### src/rtl/adma_pkg.sv
// Shared types and width helpers for the ADMA transaction issue path.
package adma_pkg;

  typedef enum logic [0:0] {
    IDLE  = 1'b0,
    ISSUE = 1'b1
  } issue_state_e;

  function automatic int os_cnt_w(input int max_os);
    return $clog2(max_os + 1);
  endfunction

  function automatic int ptr_w(input int depth);
    return (depth > 1) ? $clog2(depth) : 1;
  endfunction

endpackage

### src/rtl/adma_chn_id_fifo.sv
// In-order channel-ID FIFO; pop on empty is ignored, push on full only lands with a same-cycle pop.
module adma_chn_id_fifo
  import adma_pkg::*;
#(
  parameter int DEPTH = 4,
  parameter int WIDTH = 2,
  parameter int CNT_W = os_cnt_w(DEPTH)
) (
  input  logic             clk,
  input  logic             rst_n,
  input  logic             push,
  input  logic [WIDTH-1:0] push_data,
  input  logic             pop,
  output logic [WIDTH-1:0] head,
  output logic [CNT_W-1:0] count,
  output logic             empty,
  output logic             full
);

  localparam int PTR_W = ptr_w(DEPTH);

  logic [WIDTH-1:0] mem_q [DEPTH];
  logic [WIDTH-1:0] mem_d [DEPTH];
  logic [PTR_W-1:0] wr_ptr_q, wr_ptr_d, rd_ptr_q, rd_ptr_d;
  logic [CNT_W-1:0] cnt_q, cnt_d;
  logic             do_push, do_pop;

  function automatic logic [PTR_W-1:0] ptr_inc(input logic [PTR_W-1:0] p);
    return (p == PTR_W'(DEPTH - 1)) ? '0 : p + 1'b1;
  endfunction

  assign empty = (cnt_q == '0);
  assign full  = (cnt_q == CNT_W'(DEPTH));
  assign count = cnt_q;
  assign head  = mem_q[rd_ptr_q];

  always_comb begin
    do_pop   = pop & ~empty;
    do_push  = push & (~full | do_pop);
    mem_d    = mem_q;
    wr_ptr_d = wr_ptr_q;
    rd_ptr_d = rd_ptr_q;
    cnt_d    = cnt_q;
    if (do_push) begin
      mem_d[wr_ptr_q] = push_data;
      wr_ptr_d        = ptr_inc(wr_ptr_q);
    end
    if (do_pop) rd_ptr_d = ptr_inc(rd_ptr_q);
    case ({do_push, do_pop})
      2'b10:   cnt_d = cnt_q + CNT_W'(1);
      2'b01:   cnt_d = cnt_q - CNT_W'(1);
      default: cnt_d = cnt_q;
    endcase
  end

  always_ff @(posedge clk or negedge rst_n) begin
    if (!rst_n) begin
      for (int i = 0; i < DEPTH; i++) mem_q[i] <= '0;
      wr_ptr_q <= '0;
      rd_ptr_q <= '0;
      cnt_q    <= '0;
    end else begin
      mem_q    <= mem_d;
      wr_ptr_q <= wr_ptr_d;
      rd_ptr_q <= rd_ptr_d;
      cnt_q    <= cnt_d;
    end
  end

endmodule

### src/rtl/adma_as_atx_issue.sv
// Issues one granted AR+AW transaction pair and tracks per-direction outstanding channel IDs.
// Optional ADMA_ATX_ISSUE_STALL_CNT_EN adds saturating AR/AW stall counters.
//   state | meaning
//   IDLE  | waiting for a transaction, atx_rdy when both directions have a free slot
//   ISSUE | AR and/or AW valid still pending a handshake
module adma_as_atx_issue
  import adma_pkg::*;
#(
  parameter int DMA_CHN_NUM   = 4,
  parameter int SRC_ADDR_W    = 32,
  parameter int DST_ADDR_W    = 32,
  parameter int MST_ID_W      = 5,
  parameter int ATX_LEN_W     = 8,
  parameter int MAX_OS        = 4,
  parameter int DMA_CHN_NUM_W = $clog2(DMA_CHN_NUM),
  parameter int OS_CNT_W      = os_cnt_w(MAX_OS)
) (
  input  logic                     clk,
  input  logic                     rst_n,
  input  logic [DMA_CHN_NUM_W-1:0] atx_chn_id,
  input  logic [MST_ID_W-1:0]      atx_arid,
  input  logic [SRC_ADDR_W-1:0]    atx_araddr,
  input  logic [ATX_LEN_W-1:0]     atx_arlen,
  input  logic [1:0]               atx_arburst,
  input  logic [MST_ID_W-1:0]      atx_awid,
  input  logic [DST_ADDR_W-1:0]    atx_awaddr,
  input  logic [ATX_LEN_W-1:0]     atx_awlen,
  input  logic [1:0]               atx_awburst,
  input  logic                     atx_vld,
  output logic                     atx_rdy,
  output logic [MST_ID_W-1:0]      m_arid,
  output logic [SRC_ADDR_W-1:0]    m_araddr,
  output logic [ATX_LEN_W-1:0]     m_arlen,
  output logic [1:0]               m_arburst,
  output logic                     m_arvalid,
  input  logic                     m_arready,
  output logic [MST_ID_W-1:0]      m_awid,
  output logic [DST_ADDR_W-1:0]    m_awaddr,
  output logic [ATX_LEN_W-1:0]     m_awlen,
  output logic [1:0]               m_awburst,
  output logic                     m_awvalid,
  input  logic                     m_awready,
  input  logic                     rd_done,
  input  logic                     wr_done,
  output logic                     rd_cmpl_vld,
  output logic [DMA_CHN_NUM_W-1:0] rd_cmpl_chn_id,
  output logic                     wr_cmpl_vld,
  output logic [DMA_CHN_NUM_W-1:0] wr_cmpl_chn_id,
  output logic [OS_CNT_W-1:0]      ar_os_cnt,
  output logic [OS_CNT_W-1:0]      aw_os_cnt,
  output logic                     os_err
`ifdef ADMA_ATX_ISSUE_STALL_CNT_EN
  ,
  output logic [31:0]              ar_stall_cnt,
  output logic [31:0]              aw_stall_cnt
`endif
);

  issue_state_e state_q, state_d;
  logic arvalid_q, arvalid_d, awvalid_q, awvalid_d;
  logic [MST_ID_W-1:0]      arid_q, arid_d, awid_q, awid_d;
  logic [SRC_ADDR_W-1:0]    araddr_q, araddr_d;
  logic [DST_ADDR_W-1:0]    awaddr_q, awaddr_d;
  logic [ATX_LEN_W-1:0]     arlen_q, arlen_d, awlen_q, awlen_d;
  logic [1:0]               arburst_q, arburst_d, awburst_q, awburst_d;
  logic [DMA_CHN_NUM_W-1:0] chn_id_q, chn_id_d;
  logic rd_cmpl_vld_q, rd_cmpl_vld_d, wr_cmpl_vld_q, wr_cmpl_vld_d;
  logic [DMA_CHN_NUM_W-1:0] rd_cmpl_chn_q, rd_cmpl_chn_d, wr_cmpl_chn_q, wr_cmpl_chn_d;
  logic os_err_q, os_err_d;

  logic ar_hs, aw_hs, rdy_int;
  logic rd_empty, rd_full, wr_empty, wr_full;
  logic [DMA_CHN_NUM_W-1:0] rd_head, wr_head;

  adma_chn_id_fifo #(.DEPTH(MAX_OS), .WIDTH(DMA_CHN_NUM_W), .CNT_W(OS_CNT_W)) u_rd_fifo (
    .clk(clk), .rst_n(rst_n), .push(ar_hs), .push_data(chn_id_q), .pop(rd_done),
    .head(rd_head), .count(ar_os_cnt), .empty(rd_empty), .full(rd_full)
  );

  adma_chn_id_fifo #(.DEPTH(MAX_OS), .WIDTH(DMA_CHN_NUM_W), .CNT_W(OS_CNT_W)) u_wr_fifo (
    .clk(clk), .rst_n(rst_n), .push(aw_hs), .push_data(chn_id_q), .pop(wr_done),
    .head(wr_head), .count(aw_os_cnt), .empty(wr_empty), .full(wr_full)
  );

  assign ar_hs   = arvalid_q & m_arready;
  assign aw_hs   = awvalid_q & m_awready;
  assign rdy_int = (state_q == IDLE) & ~rd_full & ~wr_full;

  always_comb begin
    state_d   = state_q;
    arvalid_d = arvalid_q & ~ar_hs;
    awvalid_d = awvalid_q & ~aw_hs;
    arid_d    = arid_q;    araddr_d = araddr_q; arlen_d = arlen_q; arburst_d = arburst_q;
    awid_d    = awid_q;    awaddr_d = awaddr_q; awlen_d = awlen_q; awburst_d = awburst_q;
    chn_id_d  = chn_id_q;
    case (state_q)
      IDLE: begin
        if (atx_vld && rdy_int) begin
          arid_d    = atx_arid;  araddr_d = atx_araddr; arlen_d = atx_arlen; arburst_d = atx_arburst;
          awid_d    = atx_awid;  awaddr_d = atx_awaddr; awlen_d = atx_awlen; awburst_d = atx_awburst;
          chn_id_d  = atx_chn_id;
          arvalid_d = 1'b1;
          awvalid_d = 1'b1;
          state_d   = ISSUE;
        end
      end
      ISSUE: if (!arvalid_d && !awvalid_d) state_d = IDLE;
      default: state_d = IDLE;
    endcase
    // Completions report the FIFO head popped this cycle; an empty pop only flags the error.
    rd_cmpl_vld_d = rd_done & ~rd_empty;
    wr_cmpl_vld_d = wr_done & ~wr_empty;
    rd_cmpl_chn_d = rd_cmpl_vld_d ? rd_head : rd_cmpl_chn_q;
    wr_cmpl_chn_d = wr_cmpl_vld_d ? wr_head : wr_cmpl_chn_q;
    os_err_d      = os_err_q | (rd_done & rd_empty) | (wr_done & wr_empty);
  end

  always_ff @(posedge clk or negedge rst_n) begin
    if (!rst_n) begin
      state_q   <= IDLE;
      arvalid_q <= 1'b0; awvalid_q <= 1'b0;
      arid_q    <= '0;   araddr_q  <= '0; arlen_q <= '0; arburst_q <= '0;
      awid_q    <= '0;   awaddr_q  <= '0; awlen_q <= '0; awburst_q <= '0;
      chn_id_q  <= '0;
      rd_cmpl_vld_q <= 1'b0; rd_cmpl_chn_q <= '0;
      wr_cmpl_vld_q <= 1'b0; wr_cmpl_chn_q <= '0;
      os_err_q  <= 1'b0;
    end else begin
      state_q   <= state_d;
      arvalid_q <= arvalid_d; awvalid_q <= awvalid_d;
      arid_q    <= arid_d;    araddr_q  <= araddr_d; arlen_q <= arlen_d; arburst_q <= arburst_d;
      awid_q    <= awid_d;    awaddr_q  <= awaddr_d; awlen_q <= awlen_d; awburst_q <= awburst_d;
      chn_id_q  <= chn_id_d;
      rd_cmpl_vld_q <= rd_cmpl_vld_d; rd_cmpl_chn_q <= rd_cmpl_chn_d;
      wr_cmpl_vld_q <= wr_cmpl_vld_d; wr_cmpl_chn_q <= wr_cmpl_chn_d;
      os_err_q  <= os_err_d;
    end
  end

  assign atx_rdy        = rdy_int;
  assign m_arvalid      = arvalid_q;
  assign m_arid         = arid_q;
  assign m_araddr       = araddr_q;
  assign m_arlen        = arlen_q;
  assign m_arburst      = arburst_q;
  assign m_awvalid      = awvalid_q;
  assign m_awid         = awid_q;
  assign m_awaddr       = awaddr_q;
  assign m_awlen        = awlen_q;
  assign m_awburst      = awburst_q;
  assign rd_cmpl_vld    = rd_cmpl_vld_q;
  assign rd_cmpl_chn_id = rd_cmpl_chn_q;
  assign wr_cmpl_vld    = wr_cmpl_vld_q;
  assign wr_cmpl_chn_id = wr_cmpl_chn_q;
  assign os_err         = os_err_q;

`ifdef ADMA_ATX_ISSUE_STALL_CNT_EN
  logic [31:0] ar_stall_q, ar_stall_d, aw_stall_q, aw_stall_d;

  always_comb begin
    ar_stall_d = ar_stall_q;
    aw_stall_d = aw_stall_q;
    if (arvalid_q && !m_arready && !(&ar_stall_q)) ar_stall_d = ar_stall_q + 32'd1;
    if (awvalid_q && !m_awready && !(&aw_stall_q)) aw_stall_d = aw_stall_q + 32'd1;
  end

  always_ff @(posedge clk or negedge rst_n) begin
    if (!rst_n) begin
      ar_stall_q <= '0;
      aw_stall_q <= '0;
    end else begin
      ar_stall_q <= ar_stall_d;
      aw_stall_q <= aw_stall_d;
    end
  end

  assign ar_stall_cnt = ar_stall_q;
  assign aw_stall_cnt = aw_stall_q;
`endif

endmodule

### config.mk
export PLATFORM = sky130hd
export DESIGN_NAME = adma_as_atx_issue
export DESIGN_NICKNAME = d
export VERILOG_FILES = /design/src/rtl/adma_pkg.sv /design/src/rtl/adma_chn_id_fifo.sv /design/src/rtl/adma_as_atx_issue.sv
export SDC_FILE = /design/constraint.sdc
export NUM_CORES = 1
export LEC_CHECK = 0
export BUFFER_PORTS_ARGS = -buffer_cell sky130_fd_sc_hd__buf_2
export CAP_MARGIN = 20
export CORE_ASPECT_RATIO = 1.25
export CORE_MARGIN = 2
export CORE_UTILIZATION = 35
export DETAILED_ROUTE_END_ITERATION = 10
export PLACE_DENSITY_LB_ADDON = 0.15
export SLEW_MARGIN = 20
export SYNTH_ARGS = -nofsm -noshare
export SYNTH_HDL_FRONTEND = slang
export SYNTH_HIERARCHICAL = 1
export SYNTH_SLANG_ARGS = --single-unit
### constraint.sdc
create_clock -name clk -period 1.9 [get_ports clk]
set_input_delay 0.285 -clock clk [delete_from_list [all_inputs] [get_ports clk]]
set_output_delay 0.285 -clock clk [all_outputs]
set_load 0.05 [all_outputs]
==> flow_summary.ini <==
[status]
violations = setup timing
run_status = complete, but fails checks

[floorplan]
start_util_pct = 35.81
dieWidth_um = 117.1
chipHeight_um = 145.4
core-area_um2 = 15630
num_io_pins = 213
row_count = 51
dieArea_um2 = 17030

[sta]
fin_worst_skew_ns = 0.007525
rsz0062_at_grt = yes
worst_slew_pin_slew_ns = 0.4619
period_minus_slack_ns = 1.929
max_slew_margin_pct = 69.21
setup_ws_ns = -0.02919
hold_viol_final = 0
slew_viol_final = 0
max_freq_mhz = 518.4
finalSetupViolCount = 2
holdWs_ns = 0.08682
post-route-period-util_pct = 101.5

[clocking]
cts_buffer_depth = 2
cts_made_buffers = 17
cts-root-buf = clkbuf_16
clock_sinks = 136
h-tree-depth = 4
cts.clk_slew.worst_paths_ns = 0.06
clock_latency_ns = 0.41
cts_tree = yes

[worst_setup_path]
cp_slowest_cell = dfrtp_2
worst_r2r_startpoint = u_rd_fifo/count[0]
cp-start-kind = flop
critPathRequiredTime_ns = 2.23
slowest_delay_ns = 0.44
worstPathCellList = nor4b_4 -> nand2b_4 -> ha_4 -> inv_2 -> fa_2 -> xor2_1 -> nor2_1 -> xor2_1
path_max_fanout = 4
critical_path_buf_inv_count = 1
end_kind = flop
cp.arrival_ns = 2.26
cpMostUsedCell = xor2_1
crit_type = flop to flop
cp_top_family = simple AND/OR/NAND/NOR gates
startpoint = u_rd_fifo/count[0]

[yosys]
yosysSeqAreaShare_pct = 60.78
synthesis.area_um2 = 5599
syn_inst = 355
synth.avg_cell_area_um2 = 15.77
ys_ff_latch = 136
synth_nets = 472
ys_warn_count = 6
synth_cell_type_count = 26

[final_layout]
fillerInstances = 1389
area_growth_pct = 40.74
most-common-layout-cells = buf_2 (210), dfrtp_1 (130), mux2_2 (94)
diodes = 0
drive_above_1_share_pct = 67.63
post-route-util_pct = 50.40
final_nets = 725
final_common_cell = buf_2

[flow_run]
drv_cap = 0

[route]
ant_nets = 0
drc = 0
viasPerCell = 4.534
vias = 3777
first_iter_violations = 146
routedWlPerCell_um = 15.56
drtPass1Iterations = 4
routed_wl_um = 12970

[placement]
gp_congestion = 0.7770
dp_hpwl_um = 9661
place_ws_ns = -0.06027
io_buffers = 212

[grt]
antenna_found_initial = 0
grt_max_degree = 52
grt_pass1_wl_um = 19800
gr-total-overflow = 0
grt_usage_pct = 15.16
grt_pass1_vias = 3919

[worst_hold_path]
hp-class = primary input to flop
min_from = atx_araddr[3]
[cells by family (layout without fill, tap and decap cells)]
group / after synthesis / in the layout / share of synthesized area, %
flops: 136 / 136 / 60.78
buf+inv: 25 / 290 / 3.307
fa+ha+maj: 14 / 14 / 3.397
compound gates: 5 / 5 / 0.6035
simple gates: 39 / 40 / 4.067
mux: 130 / 130 / 26.91
xor+xnor: 6 / 6 / 0.9385
[final timing paths]
check                      slack (ns)            endpoint  depth (start not counted)
setup / recovery                -0.03  u_rd_fifo/count[2]                          8
hold / removal                   0.09         m_araddr[3]                          2
setup reg to reg                -0.03  u_rd_fifo/count[2]                          8
hold reg to reg                  0.48         m_araddr[1]                          1
max in group asynchronous        0.84         m_awaddr[8]                          3
min in group asynchronous        0.41         m_awaddr[0]                          2
[stage by stage]
| stage | std cells | TNS (ns) | area, um2 |
|---|---|---|---|
| detailed placement | 791 | -0.1081 | 7158 |
| finish | 833 | -0.05279 | 7880 |
| CTS | 826 | -0.1629 | 7785 |
| global route | 833 | -0.2019 | 7880 |
| global placement | 791 | 0 | 7158 |
| floorplan | 355 | -37.43 | 5737 |
[area by class of cell]
| class | count | area [um2] | area share (%) |
|---|---|---|---|
| sequential | 136 | 3411 | 43.28 |
| multi-input combinational | 195 | 2161 | 27.42 |
| timing repair buffer | 244 | 1399 | 17.75 |
| clock buffer | 20 | 466.7 | 5.923 |
| tap | 212 | 265.3 | 3.366 |
| clock inverter | 12 | 125.1 | 1.588 |
| inverter | 14 | 52.55 | 0.6669 |
[sequential cells by signal (all words and copies together), names as in the netlist, 2 cells and up]
| signal | count |
|---|---|
| m_arlen | 8 |
| u_rd_fifo/mem_q | 8 |
| u_rd_fifo/wr_ptr_q | 2 |
| m_arid | 5 |
| m_arburst | 2 |
| m_araddr | 32 |
| m_awlen | 8 |
| u_wr_fifo/rd_ptr_q | 2 |
| u_wr_fifo/mem_q | 8 |
| u_wr_fifo/count | 3 |
| m_awid | 5 |
| wr_cmpl_chn_id | 2 |
| u_wr_fifo/wr_ptr_q | 2 |
| rd_cmpl_chn_id | 2 |
| m_awaddr | 32 |
| m_awburst | 2 |
| u_rd_fifo/rd_ptr_q | 2 |
| u_rd_fifo/count | 3 |
| chn_id_q | 2 |
[Yosys cell counts]
| cell type | n | area, um2 |
|---|---|---|
| ha_1 | 12 | 150.1 |
| nor2_1 | 14 | 52.55 |
| and3_1 | 2 | 12.51 |
| mux2i_1 | 2 | 20.02 |
| nand2b_1 | 2 | 12.51 |
| o22ai_1 | 1 | 6.260 |
| and2_1 | 3 | 18.77 |
| buf_12 | 4 | 80.08 |
| xor2_1 | 4 | 35.03 |
| a221o_1 | 1 | 10.01 |
| buf_4 | 7 | 52.55 |
| nor3_1 | 2 | 10.01 |
| nor4b_4 | 2 | 47.55 |
| mux4_2 | 4 | 90.09 |
| o21ai_0 | 2 | 10.01 |
| nor3_2 | 1 | 10.01 |
| nand2_1 | 9 | 33.78 |
| inv_1 | 14 | 52.55 |
| mux2_1 | 29 | 326.6 |
| nor2b_1 | 2 | 12.51 |
| a21o_1 | 1 | 7.510 |
| nand2b_2 | 2 | 17.52 |
| fa_1 | 2 | 40.04 |
| dfrtp_1 | 136 | 3403 |
| mux2_2 | 95 | 1070 |
| xnor2_1 | 2 | 17.52 |
[layer usage]
metal  up-vias  global-route usage [%]  share of wire [%]
li1       1740                       -                  -
met1      1875                   16.08                 39
met2       140                   26.62                 52
met3        22                   4.581                6.7
met4         0                   7.706                2.3
met5         -                       0                  0
[what timing repair did]
item / 4_1_cts / 5_1_grt
hold endpoints to repair: 44 / 0
pin swaps: 5 / 4
endpoints found under the setup margin: 12 / 68
hold buffers: 1 / 0
gates resized for setup: 3 / 7
buffers inserted: 2 / 5
gates cloned: 0 / 2
Power is left out: the tool's default activity adds up to more than one toggle a clock period on the data nets, which glitch-free logic cannot reach.
